**src/rtl/axilite_gpio.sv**
```systemverilog
// AXI-Lite GPIO peripheral: synchronised inputs with per-bit edge interrupts,
// register-driven outputs and one level interrupt line.
module axilite_gpio #(
  parameter int NUM_GPIO_IN  = 16,
  parameter int NUM_GPIO_OUT = 16,
  parameter int ADDR_WIDTH   = 32
) (
  input  logic                    clock_i,
  input  logic                    reset_i,
  input  logic [ADDR_WIDTH-1:0]   s_axil_awaddr_i,
  input  logic                    s_axil_awvalid_i,
  output logic                    s_axil_awready_o,
  input  logic [31:0]             s_axil_wdata_i,
  input  logic [3:0]              s_axil_wstrb_i,
  input  logic                    s_axil_wvalid_i,
  output logic                    s_axil_wready_o,
  output logic [1:0]              s_axil_bresp_o,
  output logic                    s_axil_bvalid_o,
  input  logic                    s_axil_bready_i,
  input  logic [ADDR_WIDTH-1:0]   s_axil_araddr_i,
  input  logic                    s_axil_arvalid_i,
  output logic                    s_axil_arready_o,
  output logic [31:0]             s_axil_rdata_o,
  output logic [1:0]              s_axil_rresp_o,
  output logic                    s_axil_rvalid_o,
  input  logic                    s_axil_rready_i,
  input  logic [NUM_GPIO_IN-1:0]  gpio_in_i,
  output logic [NUM_GPIO_OUT-1:0] gpio_out_o,
  output logic                    irq_o
);

  typedef enum logic [1:0] {W_IDLE, W_ACCEPT, W_RESP} w_state_t;
  typedef enum logic [1:0] {R_IDLE, R_ACCEPT, R_DATA} r_state_t;

  localparam logic [2:0] A_DATA_IN  = 3'd0;
  localparam logic [2:0] A_DATA_OUT = 3'd1;
  localparam logic [2:0] A_RISE_EN  = 3'd2;
  localparam logic [2:0] A_FALL_EN  = 3'd3;
  localparam logic [2:0] A_IRQ_STAT = 3'd4;
  localparam logic [1:0] RESP_OKAY   = 2'b00;
  localparam logic [1:0] RESP_SLVERR = 2'b10;

  w_state_t w_state_reg, w_state_next;
  r_state_t r_state_reg, r_state_next;

  logic [NUM_GPIO_OUT-1:0] data_out_reg;
  logic [NUM_GPIO_IN-1:0]  rise_en_reg, fall_en_reg, irq_status_reg;
  logic [NUM_GPIO_IN-1:0]  sync1_reg, sync2_reg, prev_reg;
  logic [NUM_GPIO_IN-1:0]  rise, fall, irq_set, irq_clr;
  logic [1:0]              bresp_reg, rresp_reg, rresp_mux;
  logic [31:0]             rdata_reg, rdata_mux, wmask;
  logic [2:0]              waddr, raddr;
  logic                    wr_en, rd_en;
  logic                    unused_bits;

  genvar gi;
  generate
    for (gi = 0; gi < 4; gi++) begin : g_wmask
      assign wmask[gi*8 +: 8] = {8{s_axil_wstrb_i[gi]}};
    end
  endgenerate

  // Only address bits [4:2] select a register; the rest are don't-care.
  assign unused_bits = ^{s_axil_awaddr_i, s_axil_araddr_i, s_axil_wdata_i, wmask};

  assign waddr = s_axil_awaddr_i[4:2];
  assign raddr = s_axil_araddr_i[4:2];
  assign wr_en = (w_state_reg == W_ACCEPT);
  assign rd_en = (r_state_reg == R_ACCEPT);

  assign rise    = sync2_reg & ~prev_reg;
  assign fall    = ~sync2_reg & prev_reg;
  assign irq_set = (rise & rise_en_reg) | (fall & fall_en_reg);
  assign irq_clr = (wr_en && waddr == A_IRQ_STAT) ?
                   (s_axil_wdata_i[NUM_GPIO_IN-1:0] & wmask[NUM_GPIO_IN-1:0]) : '0;

  always_ff @(posedge clock_i or posedge reset_i) begin
    if (reset_i) begin
      w_state_reg <= W_IDLE;
      r_state_reg <= R_IDLE;
    end else begin
      w_state_reg <= w_state_next;
      r_state_reg <= r_state_next;
    end
  end

  always_comb begin
    w_state_next     = w_state_reg;
    s_axil_awready_o = 1'b0;
    s_axil_wready_o  = 1'b0;
    s_axil_bvalid_o  = 1'b0;
    case (w_state_reg)
      W_IDLE:   if (s_axil_awvalid_i && s_axil_wvalid_i) w_state_next = W_ACCEPT;
      W_ACCEPT: begin
        s_axil_awready_o = 1'b1;
        s_axil_wready_o  = 1'b1;
        w_state_next     = W_RESP;
      end
      W_RESP: begin
        s_axil_bvalid_o = 1'b1;
        if (s_axil_bready_i) w_state_next = W_IDLE;
      end
      default: w_state_next = W_IDLE;
    endcase
  end

  always_comb begin
    r_state_next     = r_state_reg;
    s_axil_arready_o = 1'b0;
    s_axil_rvalid_o  = 1'b0;
    case (r_state_reg)
      R_IDLE:   if (s_axil_arvalid_i) r_state_next = R_ACCEPT;
      R_ACCEPT: begin
        s_axil_arready_o = 1'b1;
        r_state_next     = R_DATA;
      end
      R_DATA: begin
        s_axil_rvalid_o = 1'b1;
        if (s_axil_rready_i) r_state_next = R_IDLE;
      end
      default: r_state_next = R_IDLE;
    endcase
  end

  always_comb begin
    rdata_mux = '0;
    rresp_mux = RESP_OKAY;
    case (raddr)
      A_DATA_IN:  rdata_mux[NUM_GPIO_IN-1:0]  = sync2_reg;
      A_DATA_OUT: rdata_mux[NUM_GPIO_OUT-1:0] = data_out_reg;
      A_RISE_EN:  rdata_mux[NUM_GPIO_IN-1:0]  = rise_en_reg;
      A_FALL_EN:  rdata_mux[NUM_GPIO_IN-1:0]  = fall_en_reg;
      A_IRQ_STAT: rdata_mux[NUM_GPIO_IN-1:0]  = irq_status_reg;
      default:    rresp_mux = RESP_SLVERR;
    endcase
  end

  always_ff @(posedge clock_i or posedge reset_i) begin
    if (reset_i) begin
      data_out_reg   <= '0;
      rise_en_reg    <= '0;
      fall_en_reg    <= '0;
      irq_status_reg <= '0;
      sync1_reg      <= '0;
      sync2_reg      <= '0;
      prev_reg       <= '0;
      bresp_reg      <= RESP_OKAY;
      rresp_reg      <= RESP_OKAY;
      rdata_reg      <= '0;
    end else begin
      sync1_reg <= gpio_in_i;
      sync2_reg <= sync1_reg;
      prev_reg  <= sync2_reg;
      // A new edge on the same cycle as a W1C clear keeps the bit set.
      irq_status_reg <= (irq_status_reg & ~irq_clr) | irq_set;
      if (wr_en) begin
        bresp_reg <= (waddr <= A_IRQ_STAT) ? RESP_OKAY : RESP_SLVERR;
        if (waddr == A_DATA_OUT)
          data_out_reg <= (data_out_reg & ~wmask[NUM_GPIO_OUT-1:0]) |
                          (s_axil_wdata_i[NUM_GPIO_OUT-1:0] & wmask[NUM_GPIO_OUT-1:0]);
        if (waddr == A_RISE_EN)
          rise_en_reg <= (rise_en_reg & ~wmask[NUM_GPIO_IN-1:0]) |
                         (s_axil_wdata_i[NUM_GPIO_IN-1:0] & wmask[NUM_GPIO_IN-1:0]);
        if (waddr == A_FALL_EN)
          fall_en_reg <= (fall_en_reg & ~wmask[NUM_GPIO_IN-1:0]) |
                         (s_axil_wdata_i[NUM_GPIO_IN-1:0] & wmask[NUM_GPIO_IN-1:0]);
      end
      if (rd_en) begin
        rdata_reg <= rdata_mux;
        rresp_reg <= rresp_mux;
      end
    end
  end

  assign s_axil_bresp_o = bresp_reg;
  assign s_axil_rdata_o = rdata_reg;
  assign s_axil_rresp_o = rresp_reg;
  assign gpio_out_o     = data_out_reg;
  assign irq_o          = |(irq_status_reg & (rise_en_reg | fall_en_reg));

endmodule

```
**config.mk**
```make
export PLATFORM = sky130hd
export DESIGN_NAME = axilite_gpio
export DESIGN_NICKNAME = d
export VERILOG_FILES = /design/src/rtl/axilite_gpio.sv
export SDC_FILE = /design/constraint.sdc
export NUM_CORES = 1
export LEC_CHECK = 0
export ABC_AREA = 1
export ABC_CLOCK_PERIOD_IN_PS = 7700
export CORE_UTILIZATION = 45
export DETAILED_ROUTE_END_ITERATION = 8
export GPL_ROUTABILITY_DRIVEN = 0
export HOLD_SLACK_MARGIN = 0.03
export PLACE_DENSITY = 0.81
export SLEW_MARGIN = 5
export SYNTH_ARGS = -nofsm -noshare
export SYNTH_HDL_FRONTEND = slang
export SYNTH_SLANG_ARGS = --single-unit
```
**constraint.sdc**
```tcl
create_clock -name clock_i -period 7.7 [get_ports clock_i]
set_clock_uncertainty 0.2 [all_clocks]
set_input_delay 1.155 -clock clock_i [delete_from_list [all_inputs] [get_ports clock_i]]
set_output_delay 1.155 -clock clock_i [all_outputs]
set_load 0.02 [all_outputs]
```
==> reports/metrics.yaml <==
final_layout:
  syn_to_final_growth_pct: 25.7
  multi_input_area_um2: 2100
  regArea_um2: 3350
  num_antenna_cells: 0
  finalNetCount: 832
  drive_gt1_frac: 0.108
  nFillCells: 1074
routing:
  drtIter0Drc: 530
  first_pass_iters: 5
  final_antenna_net_count: 0
  via_per_inst: 5.47
  routed_wl_um: 14800
  via_count: 4876
  drc: 0
  wl_per_cell_um: 16.6
floorplanning:
  io_pins: 181
  core_um2: 12700
  design.die.area_um2: 13600
  rows: 41
  start_util: 0.464
  die_w_um: 117
  die_h_um: 117
cts:
  cts_buffer_depth: 2
  cts_tree: "yes"
  cts_root_buf: "clkbuf_16"
  cts_hold_buf: 0
  cts.clk_slew.worst_paths_ps: 60
  h-tree-depth: 4
  insertion_delay_ps: 420
  cts_buffers: 17
  cts_resized: 0
  clock-sinks: 134
  post-cts-setup-buffers: 0
sta:
  tns_ps: 0
  slew_headroom: 0.262
  fin_crit_sh: 0.520
  setup_ws_ps: 3690
  fin_crit_ps: 4010
  rsz0062_at_grt: "no"
  setup_viol: 0
  hold_viol_final: 0
  fmax_mhz: 250
  worstMarginPinSlew_ps: 1110
  drv_slew: 0
hold_path:
  hold_class: "register to register"
critical_path:
  critPathRequiredTime_ps: 7860
  path_class: "input pin to register"
  start_kind: "input pin"
  cp_max_fo: 39
  end_kind: "register"
  arrival_ps: 4170
logic_synthesis:
  synth_most_common_cell: "nand2_1"
  ys_seq_area_frac: 0.568
  async_reset_ff_frac: 1.00
  synth-seq-cells: 134
  yosys-top-cells-count: "147 x nand2_1, 134 x dfrtp_1, 69 x nand3_1, 49 x inv_1, 31 x o21ai_1"
  synth_area_leader_cell: "dfrtp_1"
  synth_ff_type: "dfrtp_1"
  synth-edff-count: 0
  synth_top_area_frac: 0.568
  avgSynthCellArea_um2: 9.41
  ys_warn_count: 0
  synthCells: 627
  netlist_area_um2: 5900
  synth_area_leaders: "dfrtp_1 57%, nand2_1 9.4%, nand3_1 5.9%"
  synth_cell_types: 28
global_route:
  grt_max_degree: 84
  overflow: 0
  first_global_vias: 4747
  antenna_found_initial: 0
  grtUsageTotal: 0.235
  grt_pass1_wl_um: 23700
place:
  portBuffers: 86
  pre_cts_ws_ps: 3360
  hpwl_um: 9180
power_and_ir_drop:
  ir_drop_mv: 0.123
  power_density_nw_per_um2: 307
  leakagePower_nw: 3.47
  power_mw: 2.28
job:
  drv_cap: 0
outcome:
  outcome: "finished, final reports clean"
metrics by stage:
step	utilization	hold WS, ps	instance area [um^2]	std cells
floorplan	-	131	5960	644
global placement	0.532	134	6770	862
detailed placement	0.532	135	6770	862
CTS	0.583	147	7420	892
global route	0.583	151	7420	892
finish	0.583	146	7420	892
cell usage in the layout, fill, tap and decap left out:
cell type,count
a21oi_1,3
a31oi_1,11
buf_4,4
bufinv_16,6
clkbuf_1,2
clkbuf_16,17
clkbuf_8,1
clkdlybuf4s50_1,86
clkinv_2,3
clkinvlp_4,1
conb_1,18
dfrtp_1,134
inv_1,48
inv_2,7
inv_4,1
nand2_1,147
nand2_2,1
nand3_1,69
nand3_2,5
nand4_1,24
nand4_4,2
nor2_1,17
nor2_2,3
nor2_4,3
nor2_8,1
nor3_1,9
nor3_2,2
nor3b_1,1
o21ai_0,25
o21ai_1,31
o21ai_2,21
o21bai_1,15
o31ai_1,2
routing by layer:
layer,share of wire,GRT usage
met1,0.40,0.293
met2,0.49,0.385
met3,0.091,0.0623
met4,0.020,0.0991
met5,0,0
cell type report:
cell class / count / area share
clock buffer: 20 / 0.0602
clock inverter: 10 / 0.0273
inverter: 56 / 0.0287
multi-input combinational: 410 / 0.283
sequential: 134 / 0.452
tap: 172 / 0.0290
timing repair buffer: 90 / 0.120
critical path, stage by stage:
cell	delay, ps
clkdlybuf4s50_1	920
inv_2	810
nand3_1	620
o21ai_0	400
o21bai_1	160
nand2_1	80
worst paths after layout:
path | from | end | slack (ps) | cells past startpoint
min in group asynchronous | reset_i | irq_status_reg[2] | 980 | 2
max in group asynchronous | reset_i | prev_reg[13] | 4860 | 3
worst min register to register | sync1_reg[11] | sync2_reg[11] | 150 | 0
worst max register to register | r_state_reg[0] | s_axil_rdata_o[2] | 5660 | 5
worst min-delay path | sync1_reg[11] | sync2_reg[11] | 150 | 0
worst max-delay path | s_axil_araddr_i[4] | s_axil_rdata_o[3] | 3690 | 6
where the power goes:
| part | internal, mW | switching, mW | total [mW] | leakage (nW) |
|---|---|---|---|---|
| clock | 0.609 | 0.292 | 0.901 | 0.316 |
| sequential | 0.816 | 0.0876 | 0.904 | 1.63 |
| combinational | 0.204 | 0.272 | 0.476 | 1.52 |
| total | 1.63 | 0.652 | 2.28 | 3.47 |
cells by family after synthesis:
| logic type | after synthesis | synth area share |
|---|---|---|
| buf+inv | 100 | 0.0869 |
| other cells | 1 | 0.000636 |
| flops | 134 | 0.568 |
| simple gates | 284 | 0.230 |
| compound gates | 108 | 0.115 |
Note: power is estimated with default switching activity, not from simulation.
